==> src/rtl/cpu_types_pkg.sv <==
// Shared CPU pipeline types: the writeback entry carried from the LSU
// into the commit queue.
package cpu_types_pkg;

   localparam int RD_W     = 5;
   localparam int CPU_XLEN = 32;

   // Field subset of lsu_wb_t without the valid bit.
   typedef struct packed {
      logic [RD_W-1:0]     rd_addr;
      logic [CPU_XLEN-1:0] wb_data;
      logic                reg_wen;
      logic [CPU_XLEN-1:0] pc_target;
   } wb_entry_t;

   function automatic int entry_w(input int xlen);
      return RD_W + 2 * xlen + 1;
   endfunction

endpackage

==> src/rtl/wbu_commit_queue_if.sv <==
// LSU-side handshake plus register-file / IFU redirect signals of the
// writeback commit queue.
interface wbu_commit_queue_if #(
   parameter int XLEN = 32
);
   import cpu_types_pkg::*;

   // valid/ready: an entry transfers on a rising edge where in_valid and
   // in_ready are both 1; in_ready depends only on registered occupancy.
   logic             in_valid;
   logic             in_ready;
   logic             in_entry_valid;
   logic [RD_W-1:0]  in_rd_addr;
   logic [XLEN-1:0]  in_wb_data;
   logic             in_reg_wen;
   logic [XLEN-1:0]  in_pc_target;
   logic             redirect_ready;
   logic             flush;
   logic             rf_wen;
   logic [RD_W-1:0]  rf_addr;
   logic [XLEN-1:0]  rf_data;
   logic             redirect_valid;
   logic [XLEN-1:0]  redirect_target;
   logic             empty;

   modport master (
      output in_valid, in_entry_valid, in_rd_addr, in_wb_data, in_reg_wen,
             in_pc_target, redirect_ready, flush,
      input  in_ready, rf_wen, rf_addr, rf_data, redirect_valid,
             redirect_target, empty
   );

   modport slave (
      input  in_valid, in_entry_valid, in_rd_addr, in_wb_data, in_reg_wen,
             in_pc_target, redirect_ready, flush,
      output in_ready, rf_wen, rf_addr, rf_data, redirect_valid,
             redirect_target, empty
   );

endinterface

==> src/rtl/wbu_fifo.sv <==
// DEPTH-entry FIFO of packed writeback entries with synchronous clear.
// The caller never pushes when full nor pops when empty.
module wbu_fifo #(
   parameter int DEPTH = 2,
   parameter int W     = 70
) (
   input  logic                   clk,
   input  logic                   rst,
   input  logic                   i_push,
   input  logic [W-1:0]           i_wdata,
   input  logic                   i_pop,
   input  logic                   i_clear,
   output logic [W-1:0]           o_rdata,
   output logic [$clog2(DEPTH):0] o_count,
   output logic                   o_empty
);

   generate
      if (DEPTH == 1) begin : g_single
         logic         r_occ;
         logic [W-1:0] r_mem;

         always_ff @(posedge clk) begin
            if (!rst) begin
               r_occ <= 1'b0;
               r_mem <= '0;
            end else if (i_clear) begin
               r_occ <= 1'b0;
            end else begin
               if (i_push) r_mem <= i_wdata;
               r_occ <= i_push | (r_occ & ~i_pop);
            end
         end

         assign o_rdata = r_mem;
         assign o_count = r_occ;
         assign o_empty = ~r_occ;
      end else begin : g_multi
         localparam int PTR_W = $clog2(DEPTH);
         logic [PTR_W-1:0] r_rd_ptr;
         logic [PTR_W-1:0] r_wr_ptr;
         logic [PTR_W:0]   r_count;
         logic [W-1:0]     r_mem [DEPTH];

         always_ff @(posedge clk) begin
            if (!rst) begin
               r_rd_ptr <= '0;
               r_wr_ptr <= '0;
               r_count  <= '0;
               for (int k = 0; k < DEPTH; k++) r_mem[k] <= '0;
            end else if (i_clear) begin
               r_rd_ptr <= '0;
               r_wr_ptr <= '0;
               r_count  <= '0;
            end else begin
               if (i_push) begin
                  r_mem[r_wr_ptr] <= i_wdata;
                  r_wr_ptr        <= r_wr_ptr + 1'b1;
               end
               if (i_pop) r_rd_ptr <= r_rd_ptr + 1'b1;
               case ({i_push, i_pop})
                  2'b10:   r_count <= r_count + 1'b1;
                  2'b01:   r_count <= r_count - 1'b1;
                  default: r_count <= r_count;
               endcase
            end
         end

         assign o_rdata = r_mem[r_rd_ptr];
         assign o_count = r_count;
         assign o_empty = (r_count == '0);
      end
   endgenerate

endmodule

==> src/rtl/wbu_commit_queue.sv <==
// Writeback/commit queue: buffers completed LSU entries and retires at most
// one per cycle to the register file and the IFU redirect port.
module wbu_commit_queue
   import cpu_types_pkg::*;
#(
   parameter int DEPTH     = 2,
   parameter int PIPELINED = 1,
   parameter int XLEN      = 32,
   parameter int CNT_W     = 64
) (
   input  logic              clk,
   input  logic              rst,
   wbu_commit_queue_if.slave bus,
   output logic [CNT_W-1:0]  retired_cnt
);

   localparam int OCC_W   = $clog2(DEPTH) + 1;
   localparam int ENTRY_W = entry_w(XLEN);
   localparam logic [OCC_W-1:0] FULL_OCC = OCC_W'(DEPTH);

   // Same field order as wb_entry_t, sized by this instance's XLEN.
   typedef struct packed {
      logic [RD_W-1:0] rd_addr;
      logic [XLEN-1:0] wb_data;
      logic            reg_wen;
      logic [XLEN-1:0] pc_target;
   } entry_t;

   entry_t             w_wr_entry;
   entry_t             w_head;
   logic [ENTRY_W-1:0] w_rdata;
   logic [OCC_W-1:0]   w_count;
   logic               w_empty;
   logic               w_ready;
   logic               w_in_fire;
   logic               w_push;
   logic               w_commit;
   logic [CNT_W-1:0]   r_retired;

   // Streaming mode accepts until full; legacy mode only into an empty queue.
   assign w_ready   = (PIPELINED != 0) ? (w_count != FULL_OCC) : w_empty;
   assign w_in_fire = bus.in_valid & w_ready;
   assign w_push    = w_in_fire & bus.in_entry_valid & ~bus.flush;
   assign w_commit  = rst & ~w_empty & bus.redirect_ready & ~bus.flush;

   assign w_wr_entry.rd_addr   = bus.in_rd_addr;
   assign w_wr_entry.wb_data   = bus.in_wb_data;
   assign w_wr_entry.reg_wen   = bus.in_reg_wen;
   assign w_wr_entry.pc_target = bus.in_pc_target;
   assign w_head               = entry_t'(w_rdata);

   wbu_fifo #(
      .DEPTH (DEPTH),
      .W     (ENTRY_W)
   ) u_fifo (
      .clk     (clk),
      .rst     (rst),
      .i_push  (w_push),
      .i_wdata (w_wr_entry),
      .i_pop   (w_commit),
      .i_clear (bus.flush),
      .o_rdata (w_rdata),
      .o_count (w_count),
      .o_empty (w_empty)
   );

   always_ff @(posedge clk) begin
      if (!rst) begin
         r_retired <= '0;
      end else if (w_commit) begin
         r_retired <= r_retired + 1'b1;
      end
   end

   // Writes to x0 still retire and redirect, but never reach the register file.
   assign bus.rf_wen          = w_commit & w_head.reg_wen & (w_head.rd_addr != '0);
   assign bus.redirect_valid  = w_commit;
   assign bus.rf_addr         = w_head.rd_addr;
   assign bus.rf_data         = w_head.wb_data;
   assign bus.redirect_target = w_head.pc_target;
   assign bus.in_ready        = w_ready;
   assign bus.empty           = w_empty;
   assign retired_cnt         = r_retired;

endmodule

==> src/flat_wrapper.sv <==
// flat-port wrapper written by rule: the top's interface ports become plain ports
module wbu_commit_queue_flat import cpu_types_pkg::*;
#(
   parameter int DEPTH     = 2,
   parameter int PIPELINED = 1,
   parameter int XLEN      = 32,
   parameter int CNT_W     = 64
)
  (clk, rst, retired_cnt, bus_in_valid, bus_in_entry_valid, bus_in_rd_addr, bus_in_wb_data, bus_in_reg_wen, bus_in_pc_target, bus_redirect_ready, bus_flush, bus_in_ready, bus_rf_wen, bus_rf_addr, bus_rf_data, bus_redirect_valid, bus_redirect_target, bus_empty);
  wbu_commit_queue_if #(.XLEN(XLEN)) bus_i ();
  input  logic clk;
  input  logic rst;
  output logic [CNT_W-1:0] retired_cnt;
  input wire logic [$bits(bus_i.in_valid)-1:0] bus_in_valid;
  input wire logic [$bits(bus_i.in_entry_valid)-1:0] bus_in_entry_valid;
  input wire logic [$bits(bus_i.in_rd_addr)-1:0] bus_in_rd_addr;
  input wire logic [$bits(bus_i.in_wb_data)-1:0] bus_in_wb_data;
  input wire logic [$bits(bus_i.in_reg_wen)-1:0] bus_in_reg_wen;
  input wire logic [$bits(bus_i.in_pc_target)-1:0] bus_in_pc_target;
  input wire logic [$bits(bus_i.redirect_ready)-1:0] bus_redirect_ready;
  input wire logic [$bits(bus_i.flush)-1:0] bus_flush;
  output wire logic [$bits(bus_i.in_ready)-1:0] bus_in_ready;
  output wire logic [$bits(bus_i.rf_wen)-1:0] bus_rf_wen;
  output wire logic [$bits(bus_i.rf_addr)-1:0] bus_rf_addr;
  output wire logic [$bits(bus_i.rf_data)-1:0] bus_rf_data;
  output wire logic [$bits(bus_i.redirect_valid)-1:0] bus_redirect_valid;
  output wire logic [$bits(bus_i.redirect_target)-1:0] bus_redirect_target;
  output wire logic [$bits(bus_i.empty)-1:0] bus_empty;
  assign bus_i.in_valid = bus_in_valid;
  assign bus_i.in_entry_valid = bus_in_entry_valid;
  assign bus_i.in_rd_addr = bus_in_rd_addr;
  assign bus_i.in_wb_data = bus_in_wb_data;
  assign bus_i.in_reg_wen = bus_in_reg_wen;
  assign bus_i.in_pc_target = bus_in_pc_target;
  assign bus_i.redirect_ready = bus_redirect_ready;
  assign bus_i.flush = bus_flush;
  assign bus_in_ready = bus_i.in_ready;
  assign bus_rf_wen = bus_i.rf_wen;
  assign bus_rf_addr = bus_i.rf_addr;
  assign bus_rf_data = bus_i.rf_data;
  assign bus_redirect_valid = bus_i.redirect_valid;
  assign bus_redirect_target = bus_i.redirect_target;
  assign bus_empty = bus_i.empty;
  wbu_commit_queue #(.DEPTH(DEPTH), .PIPELINED(PIPELINED), .XLEN(XLEN), .CNT_W(CNT_W)) u_core (.clk(clk), .rst(rst), .bus(bus_i), .retired_cnt(retired_cnt));
endmodule
==> config.mk <==
export PLATFORM = sky130hd
export DESIGN_NAME = wbu_commit_queue_flat
export DESIGN_NICKNAME = d
export VERILOG_FILES = /design/src/rtl/cpu_types_pkg.sv /design/src/rtl/wbu_commit_queue_if.sv /design/src/rtl/wbu_fifo.sv /design/src/rtl/wbu_commit_queue.sv /design/src/flat_wrapper.sv
export SDC_FILE = /design/constraint.sdc
export NUM_CORES = 1
export LEC_CHECK = 0
export BUFFER_PORTS_ARGS = -buffer_cell sky130_fd_sc_hd__buf_2
export CORE_MARGIN = 3
export CORE_UTILIZATION = 30
export DETAILED_ROUTE_END_ITERATION = 12
export PLACE_DENSITY = 0.55
export SLEW_MARGIN = 10
export SYNTH_ARGS = -nofsm -noshare
export SYNTH_HDL_FRONTEND = slang
export SYNTH_SLANG_ARGS = --single-unit
==> constraint.sdc <==
create_clock -name clk -period 9.4 [get_ports clk]
set_input_delay 1.41 -clock clk [delete_from_list [all_inputs] [get_ports clk]]
set_output_delay 1.41 -clock clk [all_outputs]
set_load 0.05 [all_outputs]
-- Word-level counts from Yosys, hierarchy flattened
Memory sizes are Yosys's and may differ from the RTL's. A register that Yosys moved wholly into a read port is not among the register bits.
Index checks and enable logic that the tools add are counted.
- memory bits (writable): 140
- input bits: 76
- logic and storage cells: 40
- memories kept: 1
- bits in registers: 68
- memories (memory ; depth ; width ; rd ports ; clocked after Yosys merged registers in ; write ports ; RTL line ; RTL):
    u_core.u_fifo.g_multi.r_mem ; 2 ; 70 ; 1 ; 1 ; 2 ; wbu_fifo.sv:43 ; logic [W-1:0] r_mem [DEPTH];
- reductions and logical operators: 5
- $add $sub $neg: 5
- equality and inequality tests: 3
- mux-type cells: 11
- bitwise operators: 11
- operators by type and width (cell ; count):
    $mux 70 ; 1
    $reduce_or 70->1 ; 1
    $add 64x1->64 const B ; 1
    $mux 1 ; 9
    $and 1x1->1 ; 8
    $reduce_bool 5->1 ; 1
    $pmux 2 s2 ; 1
    $not 1->1 ; 3
    $add 1x1->1 const B ; 2
    $add 2x1->2 const B ; 1
    $eq 2x1->1 const B ; 1
    $eq 2x2->1 const B ; 1
    $logic_not 2->1 ; 1
    $ne 2x2->1 const B ; 1
    $reduce_bool 2->1 ; 1
    $reduce_or 2->1 ; 1
    $sub 2x1->2 const B ; 1

-- Depth between registers and ports, before layout
- word-level depth: 10
- depth in mapped cells: 8
- depth with buffers taken out: 7

-- Modules after synthesis
Synthesis repeated with hierarchy kept, for this count alone.
- cells, all modules: 795
- area, all modules: 9494.1 sq um
- modules (own cells, without submodules) (module ; cells an instance ; times used ; area an instance (sq um)):
    wbu_fifo ; 415 ; 1 ; 6294.8
    wbu_commit_queue ; 380 ; 1 ; 3199.3

-- Least setup slack after synthesis
No wires, ideal clock.
- path type: in2reg
- start point: input bus_in_entry_valid
- end point: memory u_core.u_fifo.g_multi.r_mem[1][0], enable pin
- arrival: 6.649 ns
- slack: 2.156 ns
- required time: 8.805 ns
- buffers on the path: 0
- stages: 3
- path through: and3_1 > nand2b_1 > o21ai_0
- RTL lines (what ; RTL line ; RTL):
    start, declared ; flat_wrapper.sv:15 ; input wire logic [$bits(bus_i.in_entry_valid)-1:0] bus_in_entry_valid;
    end, declared ; wbu_fifo.sv:43 ;

==> results.toml <==
[critical_path]
required_ns = 7.99
cpPeakStageDelay_ns = 0.72
path_cells = "buf_4, mux2_2, nor2_1, nor4_1, buf_2"
crit_type = "reg2out"
worstPathArrival_ns = 2.73
cp-start-kind = "flip-flop"
crit_family = "buffers and inverters"
end_kind = "output pin"
critPathSlowestCell = "buf_4"
path_max_fanout = 64
cp_num_buf_inv = 2
worstReg2RegStart = "u_core.retired_cnt[23]"

[global_route]
grt_max_degree = 71
grtUsageTotal = 0.131
first_global_vias = 6372
grt_first_pass_wirelength_mm = 35.1
antenna_found_initial = 6
grt_remaining_overflow = 0

[hold_path]
hp-class = "reg2reg"
hp-start = "u_core.retired_cnt[63]"

[floorplanning]
start_util = 0.308
design.die.area_sq_um = 33000
core-area_sq_um = 30000
die_x_microns = 182
die_h_microns = 182
io_pins = 213
rows = 63

[sta]
period_minus_slack_ns = 4.14
relSlewSlack = 0.308
min_period_over_period = 0.440
clock-skew-final_ns = 0.0140
hold_viol = 0
hold_ws_ns = 0.475
worst_slew_pin_slew_ns = 1.04
setup_tns_ns = 0
finalSetupViolations = 0
fmax_mhz = 242
rsz0062_at_grt = "false"
drv_slew = 0

[job]
maxCapViolCount = 0

[cts]
postCtsSetupBuffers = 0
clock_latency_ns = 0.52
cts_resized = 0
cts.sinks = 209
cts_buffers = 25
cts_hold_buf = 0
h-tree-depth = 1
path_clk_slew_ns = 0.06
cts-root-buf = "clkbuf_16"
cts_tree = "built"
clk_path_buf_depth = 3

[synthesis]
synth.avg_cell_area_sq_um = 12.3
syn-cell-area_sq_um = 9250
synth_fp_nets = 831
async_flop_share = 0
ys_warn_count = 0
ys_ff_latch = 209
synth_cell_type_count = 40
ys_seq_area_frac = 0.604
syn_inst = 753
ys.flop_type = "edfxtp_1"
synth-edff-count = 140

[power_and_ir_drop]
p_leak_nw = 4.66
peakVddDrop_mv = 0.134
powerDensity_nw_per_um2 = 185
fin_total_pwr_mw = 2.13

[route]
first_pass_iters = 4
route.detailed.drc = 0
vias = 6449
wl_mm = 22.6
viasPerCell = 4.72
drt_iter0_drc = 257
ant_nets = 0
wl_per_cell_microns = 16.5

[layout]
fillCellCount = 2936
area_growth_pct = 24.7
drive_gt1_frac = 0.351
fin_util = 0.384
multi_input_area_sq_um = 3490
nNetsFinal = 1037
register_area_sq_um = 5590

[placement]
gp_congestion = 0.724
port_buffers = 212
dp_hpwl_mm = 14.1

[outcome]
run_status = "complete, no violations"
-- routing by layer --
metal | vias up | GRT usage | wire length, microns
met5 | - | 0 | 62
li1 | 3137 | - | -
met1 | 3055 | 0.168 | 9620
met2 | 207 | 0.208 | 10200
met3 | 40 | 0.0549 | 2240
met4 | 10 | 0.0302 | 486
-- power by group --
group / internal (mW) / leakage [nW] / total, mW / switching [mW]
combinational: 0.0430 / 2.25 / 0.158 / 0.115
sequential: 1.01 / 2.01 / 1.02 / 0.00669
clock: 0.583 / 0.406 / 0.958 / 0.375
-- worst paths after layout --
kind,to,slack (ns),depth (start not counted)
min,u_core.retired_cnt[63],0.48,1
max reg2reg,u_core.retired_cnt[55],6.80,5
min reg2reg,u_core.retired_cnt[63],0.48,1
max,bus_rf_wen,5.26,5
-- sequential cells by signal, indices dropped and copies added (netlist names), named ones only --
signal and count:
u_core.retired_cnt 64, u_core.u_fifo.g_multi.r_mem 140, u_core.u_fifo.g_multi.r_rd_ptr 1, u_core.u_fifo.o_count 2, u_core.u_fifo.g_multi.r_wr_ptr 1
-- per-stage QoR --
| stage | area [sq um] | setup slack [ns] | cells |
|---|---|---|---|
| 6_report | 11500 | 5.26 | 1367 |
| 5_1_grt | 11500 | 5.02 | 1366 |
| 4_1_cts | 11500 | 5.16 | 1366 |
| 3_5_place_dp | 10700 | 5.26 | 1322 |
| 3_3_place_gp | 10700 | 5.27 | 1322 |
| 2_1_floorplan | 9250 | 2.16 | 753 |
-- worst reg2reg max path, cell delays in order (launching register included) --
cell and delay (ns):
dfxtp_1 0.43, and3_1 0.30, and4_1 0.45, nand4_1 0.54, or4_1 0.66, a21oi_1 0.15
-- synthesized netlist by cell type, types with 3 or more instances --
| master | number | share of area |
|---|---|---|
| nand2_1 | 20 | 0.0081 |
| and2_1 | 142 | 0.096 |
| xor2_1 | 26 | 0.025 |
| o21a_1 | 4 | 0.0032 |
| mux2_2 | 69 | 0.084 |
| dfxtp_1 | 69 | 0.15 |
| nand3_1 | 21 | 0.011 |
| or4_1 | 12 | 0.0097 |
| nand4_1 | 21 | 0.014 |
| buf_2 | 5 | 0.0027 |
| or3_1 | 18 | 0.012 |
| o31ai_1 | 11 | 0.0089 |
| edfxtp_1 | 140 | 0.45 |
| and4_1 | 7 | 0.0066 |
| inv_1 | 5 | 0.0020 |
| nor4_4 | 3 | 0.0069 |
| and3_1 | 13 | 0.0088 |
| nor3_1 | 4 | 0.0022 |
| o21ai_0 | 22 | 0.012 |
| a21oi_1 | 30 | 0.016 |
| nand2b_1 | 3 | 0.0020 |
| nor2_1 | 46 | 0.019 |
| nand4_2 | 3 | 0.0041 |
| clkbuf_1 | 29 | 0.012 |
| xnor2_1 | 10 | 0.0095 |
-- cells in the final DEF (no fill, tap or decap), types with 21 or more instances in the layout --
master / synthesis / layout
nor2_1: 46 / 45
a21oi_1: 30 / 30
nand3_1: 21 / 21
buf_2: 5 / 212
clkbuf_16: 0 / 25
mux2_2: 69 / 69
nand4_1: 21 / 21
xor2_1: 26 / 26
and2_1: 142 / 142
edfxtp_1: 140 / 140
dfxtp_1: 69 / 68
-- kinds of logic after synthesis --
kind of cell / after synthesis / share of synthesized area
adder cells (fa/ha/maj): 2 / 0.00271
multiplexers: 70 / 0.0851
XOR/XNOR: 36 / 0.0341
AO/OA/AOI/OAI: 71 / 0.0440
AND/OR/NAND/NOR: 319 / 0.208
flip-flops: 209 / 0.604
buffers and inverters: 46 / 0.0218
-- final cells by class --
| type | count | area share |
|---|---|---|
| flip-flops and latches | 209 | 0.485 |
| inverters | 6 | 0.00195 |
| repair buffers | 219 | 0.0966 |
| clock inverters | 10 | 0.00901 |
| clock buffers | 34 | 0.0619 |
| multi-input cells | 498 | 0.303 |
| diodes | 1 | 0.000217 |
| well taps | 390 | 0.0423 |
No activity file was read; power rests on OpenSTA's default activity.
